==> src/rtl/seven_seg_scan_driver.sv <==
// Multi-digit time-multiplexed 7-segment driver: hex decode, per-digit DP,
// leading-zero suppression, blanking, anode guard time and frame-synchronous value update.
module seven_seg_scan_driver #(
  parameter int unsigned DIGITS         = 4,
  parameter int unsigned SCAN_DIV       = 1000,
  parameter int unsigned GUARD          = 2,
  parameter bit          SEG_ACTIVE_LOW = 1'b0,
  parameter bit          AN_ACTIVE_LOW  = 1'b1
) (
  input  logic                  CLK,
  input  logic                  RST,
  input  logic [4*DIGITS-1:0]   VALUE,
  input  logic [DIGITS-1:0]     DP,
  input  logic                  LOAD,
  input  logic                  LZ_EN,
  input  logic                  BLANK,
  output logic [6:0]            SEG,
  output logic                  DP_OUT,
  output logic [DIGITS-1:0]     AN,
  output logic                  FRAME
);

  localparam int unsigned VW    = 4 * DIGITS;
  localparam int unsigned CNT_W = (SCAN_DIV > 1) ? $clog2(SCAN_DIV) : 1;
  localparam int unsigned IDX_W = (DIGITS > 1) ? $clog2(DIGITS) : 1;

  localparam logic [6:0]        SEG_POL = {7{SEG_ACTIVE_LOW}};
  localparam logic [DIGITS-1:0] AN_POL  = {DIGITS{AN_ACTIVE_LOW}};

  logic [CNT_W-1:0]  cnt;
  logic [IDX_W-1:0]  idx;
  logic [VW-1:0]     shadow_val;
  logic [DIGITS-1:0] shadow_dp;
  logic              pending;
  logic [VW-1:0]     disp_val;
  logic [DIGITS-1:0] disp_dp;

  logic              last_slot_c;
  logic              last_digit_c;
  logic              wrap_c;
  logic [DIGITS-1:0] sel_c;
  logic [3:0]        nib_c;
  logic              dp_cur_c;
  logic              zero_from_c;
  logic              supp_c;
  logic [6:0]        seg_n_c;
  logic              dp_n_c;
  logic [DIGITS-1:0] an_n_c;

  function automatic logic [6:0] hex7(input logic [3:0] n);
    case (n)
      4'h0: hex7 = 7'b1111110;
      4'h1: hex7 = 7'b0110000;
      4'h2: hex7 = 7'b1101101;
      4'h3: hex7 = 7'b1111001;
      4'h4: hex7 = 7'b0110011;
      4'h5: hex7 = 7'b1011011;
      4'h6: hex7 = 7'b1011111;
      4'h7: hex7 = 7'b1110000;
      4'h8: hex7 = 7'b1111111;
      4'h9: hex7 = 7'b1111011;
      4'hA: hex7 = 7'b1110111;
      4'hB: hex7 = 7'b0011111;
      4'hC: hex7 = 7'b1001110;
      4'hD: hex7 = 7'b0111101;
      4'hE: hex7 = 7'b1001111;
      default: hex7 = 7'b1000111;
    endcase
  endfunction

  // Scan position decode, digit select and active-high segment pattern for the current slot
  always_comb begin
    last_slot_c  = (cnt == CNT_W'(SCAN_DIV - 1));
    last_digit_c = (idx == IDX_W'(DIGITS - 1));
    wrap_c       = last_slot_c && last_digit_c;
    sel_c        = '0;
    nib_c        = 4'h0;
    dp_cur_c     = 1'b0;
    zero_from_c  = 1'b1;
    supp_c       = 1'b0;
    // zero_from_c accumulates "all nibbles from the top down to i are zero"
    for (int i = DIGITS - 1; i >= 0; i--) begin
      zero_from_c = zero_from_c && (disp_val[4*i +: 4] == 4'h0);
      if (idx == IDX_W'(i)) begin
        sel_c[i] = 1'b1;
        nib_c    = disp_val[4*i +: 4];
        dp_cur_c = disp_dp[i];
        supp_c   = LZ_EN && (i != 0) && zero_from_c;
      end
    end
    seg_n_c = (BLANK || supp_c) ? 7'b0000000 : hex7(nib_c);
    dp_n_c  = BLANK ? 1'b0 : dp_cur_c;
    an_n_c  = ((cnt >= CNT_W'(GUARD)) && !BLANK) ? sel_c : '0;
  end

  // Prescaler, digit index, shadow/display registers and registered pin outputs
  always_ff @(posedge CLK) begin
    if (RST) begin
      cnt        <= '0;
      idx        <= '0;
      shadow_val <= '0;
      shadow_dp  <= '0;
      pending    <= 1'b0;
      disp_val   <= '0;
      disp_dp    <= '0;
      SEG        <= SEG_POL;
      DP_OUT     <= SEG_ACTIVE_LOW;
      AN         <= AN_POL;
      FRAME      <= 1'b0;
    end else begin
      cnt <= last_slot_c ? '0 : cnt + CNT_W'(1);
      if (last_slot_c) begin
        idx <= last_digit_c ? '0 : idx + IDX_W'(1);
      end
      if (LOAD) begin
        shadow_val <= VALUE;
        shadow_dp  <= DP;
      end
      // A LOAD coinciding with the wrap commits the older shadow and stays pending
      if (wrap_c && pending) begin
        disp_val <= shadow_val;
        disp_dp  <= shadow_dp;
        pending  <= LOAD;
      end else if (LOAD) begin
        pending <= 1'b1;
      end
      SEG    <= seg_n_c ^ SEG_POL;
      DP_OUT <= dp_n_c ^ SEG_ACTIVE_LOW;
      AN     <= an_n_c ^ AN_POL;
      FRAME  <= wrap_c;
    end
  end

endmodule

==> config.mk <==
export PLATFORM = sky130hd
export DESIGN_NAME = seven_seg_scan_driver
export DESIGN_NICKNAME = d
export VERILOG_FILES = /design/src/rtl/seven_seg_scan_driver.sv
export SDC_FILE = /design/constraint.sdc
export NUM_CORES = 1
export LEC_CHECK = 0
export ABC_AREA = 0
export BUFFER_PORTS_ARGS = -buffer_cell sky130_fd_sc_hd__buf_2
export CAP_MARGIN = 0
export CORE_ASPECT_RATIO = 1.2
export CORE_MARGIN = 8
export CORE_UTILIZATION = 30
export CTS_BUF_LIST = sky130_fd_sc_hd__clkbuf_4
export DETAILED_ROUTE_END_ITERATION = 6
export HOLD_SLACK_MARGIN = 0.1
export PLACE_DENSITY_LB_ADDON = 0.05
export SLEW_MARGIN = 40
export SYNTH_ARGS = -nofsm -noshare
export SYNTH_HDL_FRONTEND = slang
export SYNTH_SLANG_ARGS = --single-unit
==> constraint.sdc <==
create_clock -name CLK -period 2.1 [get_ports CLK]
set_input_delay 0.21 -clock CLK [delete_from_list [all_inputs] [get_ports CLK]]
set_output_delay 0.21 -clock CLK [all_outputs]
set_load 0.005 [all_outputs]
## After elaboration in Yosys (flattened, before gate mapping)

Memory sizes are Yosys's and may differ from the RTL's. A register that Yosys moved wholly into a read port is not among the register bits.
Index checks and enable logic that the tools add are counted.

| word-level totals | value |
|---|---|
| register bits after elaboration | 59 |
| memory bits (read-only) | 112 |
| input port bits | 25 |
| output and inout port bits | 13 |
| logic and storage cells | 57 |
| memories kept | 1 |

| operators by class | value |
|---|---|
| $add $sub $neg | 2 |
| order comparisons | 1 |
| equality and inequality tests | 4 |
| mux-type cells | 20 |
| bitwise logic cells | 1 |
| reductions and logical operators | 18 |

Memories:

| name | depth | width | read ports | clocked after memory_dff | wr ports | RTL line | text |
|---|---|---|---|---|---|---|---|
| (name not given) | 16 | 7 | 1 | 1 | 0 | 51 | `case (n)` |

Operators by type and width:

| operator | count |
|---|---|
| $mux W4 | 5 |
| $mux W1 | 14 |
| $logic_not A4 Y1 | 3 |
| $add A10 B1 Y10 const B | 1 |
| $eq A10 B10 Y1 const B | 1 |
| $ge A10 B2 Y1 const B | 1 |
| $logic_and A1 B1 Y1 | 8 |
| $reduce_or A2 Y1 | 3 |
| $eq A2 B2 Y1 const B | 2 |
| $not A4 Y4 | 1 |
| $add A2 B1 Y2 const B | 1 |
| $eq A2 B1 Y1 const B | 1 |
| $logic_not A2 Y1 | 1 |
| $mux W2 | 1 |
| $reduce_bool A2 Y1 | 1 |
| $logic_not A1 Y1 | 1 |
| $logic_or A1 B1 Y1 | 1 |

## Logic depth before layout (Yosys ltp)

| logic depth | value |
|---|---|
| word-level depth | 8 |
| depth in mapped cells | 12 |
| depth with buffers taken out | 11 |

## Worst setup path before layout

No wires, ideal clock.

| timing path | value |
|---|---|
| kind | register -> register |
| from | register idx[0] |
| to | register SEG[0] |
| setup time | 0.086 ns |
| arrival | 2.213 ns |
| required time | 2.014 ns |
| slack | -0.200 ns |
| stages on the path, launching flop included | 10 |
| path buffers | 1 |
| period minus slack after synthesis | 2.300 ns |
| cells stage by stage | dfxtp_1 -> inv_1 -> ha_1 -> buf_6 -> nor2b_1 -> a211oi_2 -> inv_1 -> ha_1 -> mux2_1 -> a221oi_2 |

| between the ends | value |
|---|---|
| cells in the longest elaborated chain, start to end | 7 |
| elaborated cells on any way between the ends | 14 |

RTL lines:

| item | RTL line | text |
|---|---|---|
| start: declaration | 31 | `logic [IDX_W-1:0] idx;` |
| start signal: assignment | 113 | `idx <= last_digit_c ? '0 : idx + IDX_W'(1);` |
| $eq A2 B2 Y1 | 84 | `if (idx == IDX_W'(i)) begin` |
| $mux W1 (4 in series) | 84 |  |
| $logic_or A1 B1 Y1 | 91 | `seg_n_c = (BLANK \|\| supp_c) ? 7'b0000000 : hex7(nib_c);` |
| $reduce_or A2 Y1 (no line) | n/a |  |
| end: declaration | 17 | `output logic [6:0] SEG,` |

Parallel ways exist; a longest one is shown, timed or not.
A chain may end at the register's enable or synchronous reset.

## Worst setup path in the final report

Same ends and word-level chain as after synthesis.

==> results.cfg <==
[placement]
dp_hpwl_um = 4750
globalplace.congestion = 0.791
port_buffers = 37

[clocking]
cts_tree = done
cts_root_buf = clkbuf_4
clk_latency_ns = 0.41
htreeDepth = 3
cts_max_path_buffers = 2
numClockSinks = 66
clkTransAtPathRegs_ns = 0.11
cts_made_buffers = 9

[drt]
drc_errors = 0
initialDrtViolationCount = 91
wl_met1_um = 3180
totalWireLength_um = 6740
met3_wirelength_um = 272
wl_per_cell_um = 12.5
vias = 2386
via_per_inst = 4.43
drt_pass1_iterations = 4
maxUsedRoutingLayer = met4
route.met2.wl_um = 3110
antenna_left = 0

[synthesis]
synth_top_area_share_pct = 45.6
synth_warnings = 0
synth.top_cells.by_area = dfxtp_1 46%, mux2i_1 7.9%, nand2_1 7.9%
synth_fa_ha_area_share_pct = 5.61
synthArstFlopShare_pct = 0
synth_compound_area_share_pct = 10.6
synth_top_family_by_area = simple AND/OR/NAND/NOR gates
synthMuxAreaShare_pct = 8.71
synth_cells = 325
seq_area_frac_synth_pct = 45.6
synth-xor-area-share_pct = 2.42
yosys.area_share.simple_pct = 22.6
synth_cell_type_count = 44
synth_area_per_cell_um2 = 8.92
synth-seq-cells = 66
synth_top_area_cell = dfxtp_1
synth-edff-count = 0
syn-cell-area_um2 = 2900
synth_fp_nets = 363
ys.flop_type = dfxtp_1

[critical_path]
crit_chain = clkinvlp_4, ha_4, nand3b_1, a211oi_4, inv_2, ha_2, mux2_2, a221oi_2
endpoint_kind = register
cp_data_required_time_ns = 2.44
crit_slowest_cell = dfxtp_4
cp.arrival_ns = 2.44
slowest_delay_ns = 0.39
start_kind = register
cp_max_fo = 6
critPathKind = reg -> reg

[timing]
fmax_mhz = 475
rsz0062_at_grt = true
maxSlewViolCount = 0
period_share_pct = 100
skew_ns = 0.0105
worst_pin_slew_ns = 0.641
hold_viol = 0
finalSetupViolCount = 1
relSlewSlack_pct = 57.3
setup_slack_ns = -0.00621
tns_ns = -0.00621
layout_min_cycle_time_ns = 2.11

[global_routing]
antenna_found_initial = 0
grt_pass1_wl_um = 11200
grt_max_degree = 27
grt_use_total_pct = 10.8
grt_remaining_overflow = 0
grt_pass1_vias = 2311

[worst_hold_path]
hp-class = in -> reg

[power]
p_per_area_nw_per_um2 = 559
power_w = 0.00214
power.leakage_nw = 1.55
peakVddDrop_mv = 0.266

[floorplan]
die_w_um = 106
core-area_um2 = 9470
initial_core_util_pct = 30.6
die_h_um = 124
io_pins = 38
floorplan.die_area_um2 = 13100
num_rows = 39

[final_layout]
area_growth_pct = 32.2
layout.nets = 449
final.fill_count = 998
utilization_pct = 40.5
final_layout_size_suffix_gt1_share_pct = 26.7
antenna-diode-count = 0

[outcome]
violations = setup timing
status = complete, but fails checks

[flow_run]
cap_violations = 0
metal layers:
layer  vias to the layer above  track usage, %
li1                       1262               -
met1                      1082            12.9
met2                        30            16.6
met3                        12            3.52
met4                         0            6.26
met5                         -               0
cell families after synthesis:
family	count (synthesis)
fa+ha+maj	13
buf+inv	25
flops	66
xor+xnor	8
simple gates	144
mux	25
compound gates	44
worst max-delay path: cells and delay by family, from the launching register on:
kind	cells	cell delay (ns)
AOI/OAI and AO/OA	2	0.55
adders and majority gates	2	0.40
buffers and inverters	2	0.21
DFF	1	0.39
muxes	1	0.27
and+or+nand+nor	1	0.21
layout by cell type, fill, tap and decap left out, types with 2 or more instances in the layout:
cell,count
a211oi_1,2
ha_1,7
and2_1,2
nor3b_2,2
a211oi_2,2
and3_1,2
nor2b_1,3
nand3_1,4
nand2_1,60
clkinv_1,2
xor2_1,4
nor3b_1,2
a21oi_1,27
nand2_2,2
nor2_1,44
nand4_1,3
or2_1,2
nor3_1,3
clkbuf_4,11
nor4_1,2
clkinvlp_4,2
xnor2_1,4
dlygate4sd3_1,21
o21ai_1,2
inv_1,4
ha_2,2
ha_4,4
o21ai_0,2
nand3b_1,4
buf_4,33
buf_2,37
dfxtp_1,65
a311oi_4,2
buf_6,2
mux2i_1,23
through the flow:
| step | worst slack (ns) | hold WS, ns | area (um2) | instances |
|---|---|---|---|---|
| after floorplan | 0.00499 | 0.344 | 2920 | 325 |
| after detailed placement | -0.0692 | 0.450 | 3380 | 496 |
| after CTS | 0.0153 | 0.216 | 3700 | 532 |
| after global routing | -0.123 | 0.227 | 3830 | 538 |
| after global placement | -0.0137 | 0.442 | 3380 | 496 |
| final | -0.00621 | 0.237 | 3830 | 538 |
where the power goes:
part	internal, W	switching, W
sequential	0.00129	0.0000189
clock	0.000254	0.000438
combinational	0.0000813	0.0000651
cell usage after synthesis, types with 2 or more instances:
library cell and number:
dfxtp_1 66, nand2_1 61, nor2_1 44, a21oi_1 28, mux2i_1 23, ha_1 13
buf_2 7, clkbuf_1 6, inv_1 6, nand3_1 4, nand3b_1 4, nor2b_1 4
nor3_1 4, xnor2_1 4, xor2_1 4, a211oi_1 3, buf_4 3, nand4_1 3
nor3b_1 3, o21ai_0 3, a211oi_2 2, a311oi_4 2, and2_1 2, and3_1 2
buf_6 2, mux2_1 2, nor4_1 2, or2_1 2
layout make-up:
type | count | area [um2] | area share (%)
flip-flops and latches | 66 | 1330 | 34.6
clock buffers | 11 | 82.6 | 2.15
multi-input cells | 234 | 1540 | 40.2
repair buffers | 94 | 686 | 17.9
well taps | 123 | 154 | 4.01
inverters | 6 | 26.3 | 0.685
clock inverters | 4 | 20.0 | 0.522
registers in the layout, indices dropped and copies added, names as in the netlist:
signal,count
disp_val,16
shadow_val,16
cnt,10
SEG,7
AN,4
disp_dp,4
shadow_dp,4
idx,2
DP_OUT,1
FRAME,1
pending,1
worst paths after layout:
kind              slack (ns)           from           end  depth (start not counted)
hold / removal          0.24            RST  shadow_dp[0]                          2
setup reg to reg      -0.006         idx[0]        SEG[0]                          8
setup / recovery      -0.006         idx[0]        SEG[0]                          8
hold reg to reg         0.46  shadow_val[9]   disp_val[9]                          2
repair_timing:
action,in CTS,in global routing
setup endpoints to repair,6,6
hold endpoints to repair,24,0
pin swaps,0,9
gates resized for setup,4,17
hold buffers,21,0
buffers inserted,0,6
(Power assumes the default switching activity.)
